### src/rtl/rv32imf_obi_arbiter.sv
// Two-master OBI arbiter: shares one memory port between instruction fetch (I)
// and load/store (D), tracks the owner of each outstanding transaction and routes responses back.
module rv32imf_obi_arbiter #(
   parameter int unsigned MAX_OUTSTANDING = 2,
   parameter int unsigned DATA_PRIORITY   = 0
) (
   input  logic        clk,
   input  logic        rst,
   input  logic        instr_req_i,
   output logic        instr_gnt_o,
   input  logic [31:0] instr_addr_i,
   output logic        instr_rvalid_o,
   output logic [31:0] instr_rdata_o,
   output logic        instr_err_o,
   input  logic        data_req_i,
   output logic        data_gnt_o,
   input  logic [31:0] data_addr_i,
   input  logic        data_we_i,
   input  logic [3:0]  data_be_i,
   input  logic [31:0] data_wdata_i,
   output logic        data_rvalid_o,
   output logic [31:0] data_rdata_o,
   output logic        data_err_o,
   output logic        mem_req_o,
   input  logic        mem_gnt_i,
   output logic [31:0] mem_addr_o,
   output logic        mem_we_o,
   output logic [3:0]  mem_be_o,
   output logic [31:0] mem_wdata_o,
   input  logic        mem_rvalid_i,
   input  logic [31:0] mem_rdata_i,
   input  logic        mem_err_i,
   output logic        busy_o,
   output logic        protocol_err_o
);

   localparam int unsigned CNT_W = $clog2(MAX_OUTSTANDING + 1);
   localparam int unsigned PTR_W = (MAX_OUTSTANDING > 1) ? $clog2(MAX_OUTSTANDING) : 1;
   localparam logic        ID_I  = 1'b0;
   localparam logic        ID_D  = 1'b1;

   typedef enum logic [1:0] {
      ST_ARB,
      ST_LOCK_I,
      ST_LOCK_D
   } state_e;

   state_e                     state_q, state_d;
   logic                       rr_last_q, rr_last_d;
   logic [CNT_W-1:0]           cnt_q, cnt_d;
   logic [PTR_W-1:0]           rd_ptr_q, rd_ptr_d;
   logic [PTR_W-1:0]           wr_ptr_q, wr_ptr_d;
   logic [MAX_OUTSTANDING-1:0] id_fifo_q, id_fifo_d;
   logic                       prot_err_q, prot_err_d;

   logic empty, full, space, winner, sel, req, hs, push, pop, head;

   // Arbitration, handshake and ID FIFO bookkeeping
   always_comb begin
      state_d    = state_q;
      rr_last_d  = rr_last_q;
      cnt_d      = cnt_q;
      rd_ptr_d   = rd_ptr_q;
      wr_ptr_d   = wr_ptr_q;
      id_fifo_d  = id_fifo_q;
      prot_err_d = 1'b0;
      sel        = ID_I;
      req        = 1'b0;

      empty = (cnt_q == '0);
      full  = (cnt_q == CNT_W'(MAX_OUTSTANDING));
      space = !full || mem_rvalid_i;
      head  = id_fifo_q[rd_ptr_q];

      if (instr_req_i && data_req_i) begin
         winner = (DATA_PRIORITY != 0) ? ID_D : ~rr_last_q;
      end else begin
         winner = data_req_i ? ID_D : ID_I;
      end

      case (state_q)
         ST_LOCK_I: begin
            sel = ID_I;
            req = 1'b1;
         end
         ST_LOCK_D: begin
            sel = ID_D;
            req = 1'b1;
         end
         default: begin
            sel = winner;
            req = (instr_req_i || data_req_i) && space;
         end
      endcase

      hs   = req && mem_gnt_i;
      push = hs;
      pop  = mem_rvalid_i && !empty;

      if (hs) begin
         rr_last_d = sel;
         state_d   = ST_ARB;
      end else if (req && state_q == ST_ARB) begin
         state_d = (sel == ID_D) ? ST_LOCK_D : ST_LOCK_I;
      end

      if (push) begin
         id_fifo_d[wr_ptr_q] = sel;
         wr_ptr_d = (wr_ptr_q == PTR_W'(MAX_OUTSTANDING - 1)) ? '0 : wr_ptr_q + PTR_W'(1);
      end
      if (pop) begin
         rd_ptr_d = (rd_ptr_q == PTR_W'(MAX_OUTSTANDING - 1)) ? '0 : rd_ptr_q + PTR_W'(1);
      end

      case ({push, pop})
         2'b10:   cnt_d = cnt_q + CNT_W'(1);
         2'b01:   cnt_d = cnt_q - CNT_W'(1);
         default: cnt_d = cnt_q;
      endcase

      prot_err_d = mem_rvalid_i && empty;
   end

   always_ff @(posedge clk or posedge rst) begin
      if (rst) begin
         state_q    <= ST_ARB;
         rr_last_q  <= ID_D;
         cnt_q      <= '0;
         rd_ptr_q   <= '0;
         wr_ptr_q   <= '0;
         id_fifo_q  <= '0;
         prot_err_q <= 1'b0;
      end else begin
         state_q    <= state_d;
         rr_last_q  <= rr_last_d;
         cnt_q      <= cnt_d;
         rd_ptr_q   <= rd_ptr_d;
         wr_ptr_q   <= wr_ptr_d;
         id_fifo_q  <= id_fifo_d;
         prot_err_q <= prot_err_d;
      end
   end

   // Handshake outputs are forced low while reset is held, even with requests present
   assign mem_req_o   = req && !rst;
   assign instr_gnt_o = hs && (sel == ID_I) && !rst;
   assign data_gnt_o  = hs && (sel == ID_D) && !rst;

   assign mem_addr_o  = (sel == ID_D) ? data_addr_i  : instr_addr_i;
   assign mem_we_o    = (sel == ID_D) ? data_we_i    : 1'b0;
   assign mem_be_o    = (sel == ID_D) ? data_be_i    : 4'b1111;
   assign mem_wdata_o = (sel == ID_D) ? data_wdata_i : 32'h0;

   assign instr_rvalid_o = pop && (head == ID_I) && !rst;
   assign data_rvalid_o  = pop && (head == ID_D) && !rst;
   assign instr_rdata_o  = mem_rdata_i;
   assign data_rdata_o   = mem_rdata_i;
   assign instr_err_o    = mem_err_i;
   assign data_err_o     = mem_err_i;

   assign busy_o         = ((cnt_q != '0) || (state_q != ST_ARB)) && !rst;
   assign protocol_err_o = prot_err_q;

   // Grant into a full FIFO without a simultaneous pop would lose an ID
   assert property (@(posedge clk) disable iff (rst) !(push && full && !pop));

endmodule

### config.mk
export PLATFORM = sky130hd
export DESIGN_NAME = rv32imf_obi_arbiter
export DESIGN_NICKNAME = d
export VERILOG_FILES = /design/src/rtl/rv32imf_obi_arbiter.sv
export SDC_FILE = /design/constraint.sdc
export NUM_CORES = 1
export LEC_CHECK = 0
export CAP_MARGIN = 10
export CORE_AREA = 2 2 108 110
export DETAILED_ROUTE_END_ITERATION = 16
export DIE_AREA = 0 0 110 112
export GPL_TIMING_DRIVEN = 0
export MAX_ROUTING_LAYER = met4
export PLACE_DENSITY = 0.72
export SYNTH_ARGS = -nofsm -noshare
export SYNTH_HDL_FRONTEND = slang
export SYNTH_SLANG_ARGS = --single-unit
### constraint.sdc
create_clock -name clk -period 2.1 [get_ports clk]
set_input_delay 0.63 -clock clk [delete_from_list [all_inputs] [get_ports clk]]
set_output_delay 0.63 -clock clk [all_outputs]
set_load 0.01 [all_outputs]
==> metrics.cfg <==
[routing]
antenna_left = 0
drc = 0
wire_per_inst_um = 14.82
drt_pass1_iterations = 4
drt-vias-per-instance = 3.853
drtIter0Drc = 60
wl_um = 9246
vias = 2404

[clocking]
root_buffer = clkbuf_16
clk_latency_ps = 240
tritoncts = done
hold_buffers = 0
cts.sinks = 10
clk_pin_slew_ps = 40
clk_path_buf_depth = 2
cts_buffers = 3
htreeDepth = 1

[power_and_ir_drop]
p_leak_nw = 2.430
clkPwrFrac_pct = 7.2
p_total_w = 0.005399
intPower_w = 0.003525
switching_share_pct = 34.72
p_seq_share_pct = 7.3
vdd_drop_max_v = 0.0006173
power.switching_w = 0.001874
power_frac_comb_pct = 85.5
p_per_area_nw_per_um2 = 1042

[sta]
max_freq_mhz = 381.7
relSlewSlack_pct = 54.87
final_max_slew_viol_count = 0
setup_viol = 75
finalHoldViolCount = 0
setup_ws_ps = -519.8
final.setup.tns_ps = -28000
period_needed_ps = 2620
rsz0062_at_grt = true
worst_pin_slew_ps = 667.6
post-route-period-util_pct = 124.8
skew_ps = 1.424

[placed_design]
finalWeightedCongestion = 0.7558
portBuffers = 248
hpwlAfterDp_um = 7490
dp_cells = 588
place_area_um2 = 4518

[floorplanning]
core_area_um2 = 11170
fp.dieArea_um2 = 12320
num_rows = 39
io_pins = 282
dieWidth_um = 110
initial_utilization_pct = 15.53
die-height_um = 112

[synth]
synthesis.nets = 340
ys_ff_latch = 10
synth_warnings = 0
synth_cell_type_count = 30
postSynthCellCount = 197
syn_area_per_cell_um2 = 8.809
yosysSeqAreaShare_pct = 14.49
syn_area_um2 = 1735

[critical_path]
criticalPathCategory = register to output port
cp.required_ps = 1470
cp-start-kind = register
arrival_ps = 1990
critPathMaxFanout = 4
end_kind = output port

[grt]
gr-total-overflow = 0
grt_pass1_vias = 2484
grt_max_degree = 11
grt_util_all_layers_pct = 13.25
grt_pass1_wl_um = 12410
antenna_found_initial = 0

[final_layout]
most-common-layout-cells = 169 x clkdlybuf4s50_1, 84 x buf_4, 69 x buf_6
diodes = 0
mostFrequentLayoutCell = clkdlybuf4s50_1
seq_area_um2 = 252.7
design_area_um2 = 5180
multi_input_area_um2 = 1225
fillCellCount = 1028
drive_gt1_share_pct = 56.76
syn_to_final_growth_pct = 198.5
layout.nets = 625
instances_no_fill = 624

[run_status]
violations = negative setup slack
status = complete, but fails checks

[worst_hold_path]
hold_class = input port to async pin

[run]
cap_violations = 0

-- area by class of cell --
cell class | count | share of cell area, %
repair buffers | 279 | 54.15
plain buffers | 73 | 11.67
clock buffers | 4 | 1.715
multi-input cells | 110 | 23.65
inverters | 5 | 0.4831
flip-flops and latches | 10 | 4.879
well taps | 143 | 3.454
-- worst max-delay path: stages (launching register included) --
cell and delay [ps]:
dfrtp_1 390, inv_2 100, ha_4 220, buf_4 140
or4b_4 570, nand3_4 140, nor3_1 60, buf_2 140
-- power by group through the flow --
stage               combinational (W)  clock [W]  sequential, W
floorplan                     0.00175          0       0.000358
global placement              0.00329          0       0.000373
detailed placement            0.00332          0       0.000378
CTS                           0.00385   0.000388       0.000382
global route                  0.00491   0.000399       0.000403
finish                        0.00462   0.000387       0.000395
-- kinds of logic (layout without fill, tap and decap cells) --
group           count (synthesis)  after routing  share of synthesized area [%]
compound gates                  9             10                          4.542
xor+xnor                        5              5                          2.523
fa+ha+maj                       3              3                          2.163
buf+inv                        78            361                          32.44
flops                          10             10                          14.49
mux                            35             35                          22.85
simple gates                   57             57                          20.98
-- final timing paths --
path | startpoint | slack [ps] | cells after the start | endpoint
max | state_q[1] | -520 | 7 | data_gnt_o
min | rst | 460 | 3 | cnt_q[1]
max reg2reg | state_q[1] | -180 | 11 | cnt_q[1]
min reg2reg | rd_ptr_q | 500 | 1 | rd_ptr_q
max in group asynchronous | rst | 1420 | 3 | rr_last_q
min in group clk | rd_ptr_q | 500 | 1 | rd_ptr_q
-- cells in the mapped netlist --
cell,instances,area [um2]
buf_4,66,495.5
and2_1,34,212.7
mux2_2,31,349.1
dfrtp_1,9,225.2
inv_1,5,18.77
nand2b_1,5,31.28
nor3_1,5,25.02
clkbuf_1,4,15.01
nor2_1,4,15.01
o31ai_1,4,30.03
xnor2_1,4,35.03
buf_6,3,33.78
ha_1,3,37.54
nand2_1,3,11.26
mux2_1,2,22.52
a21oi_1,1,5.000
a31o_2,1,8.760
a31oi_4,1,21.27
and3_1,1,6.260
dfstp_2,1,26.28
mux2_4,1,15.01
mux2i_1,1,10.01
nand3_4,1,17.52
nand4b_2,1,15.01
nor4b_1,1,8.760
o21ai_0,1,5.000
o32ai_1,1,8.760
or3_2,1,7.510
or4b_4,1,13.76
xor2_1,1,8.760
-- routing by layer --
layer / vias to the layer above / share of wire, % / GRT usage, %
met3: 4 / 11 / 2.459
met5: - / 0 / -
met1: 1086 / 35 / 14.33
li1: 1161 / - / -
met2: 153 / 53 / 24.70
met4: 0 / 0.96 / 2.616
-- flip-flops by register name, summed over array words and instances, names as in the netlist --
name            cells
rr_last_q           1
state_q             2
rd_ptr_q            1
wr_ptr_q            1
id_fifo_q           2
cnt_q               2
protocol_err_o      1
-- repair_timing --
item / in CTS / in global routing
pin swaps: 8 / 29
buffers inserted: 13 / 13
setup endpoints to repair: 77 / 77
cloned: 2 / 5
gates resized for setup: 269 / 185
-- through the flow --
stage	hold WS, ps	worst slack (ps)	util (%)
after floorplan	459.1	-42.69	-
after global placement	485.9	-1292	40.43
after detailed placement	490.9	-1300	40.43
after CTS	501.0	-517.7	43.55
after global routing	488.1	-569.3	46.36
final	462.8	-519.8	46.36
No activity file was read; power rests on OpenSTA's default activity.
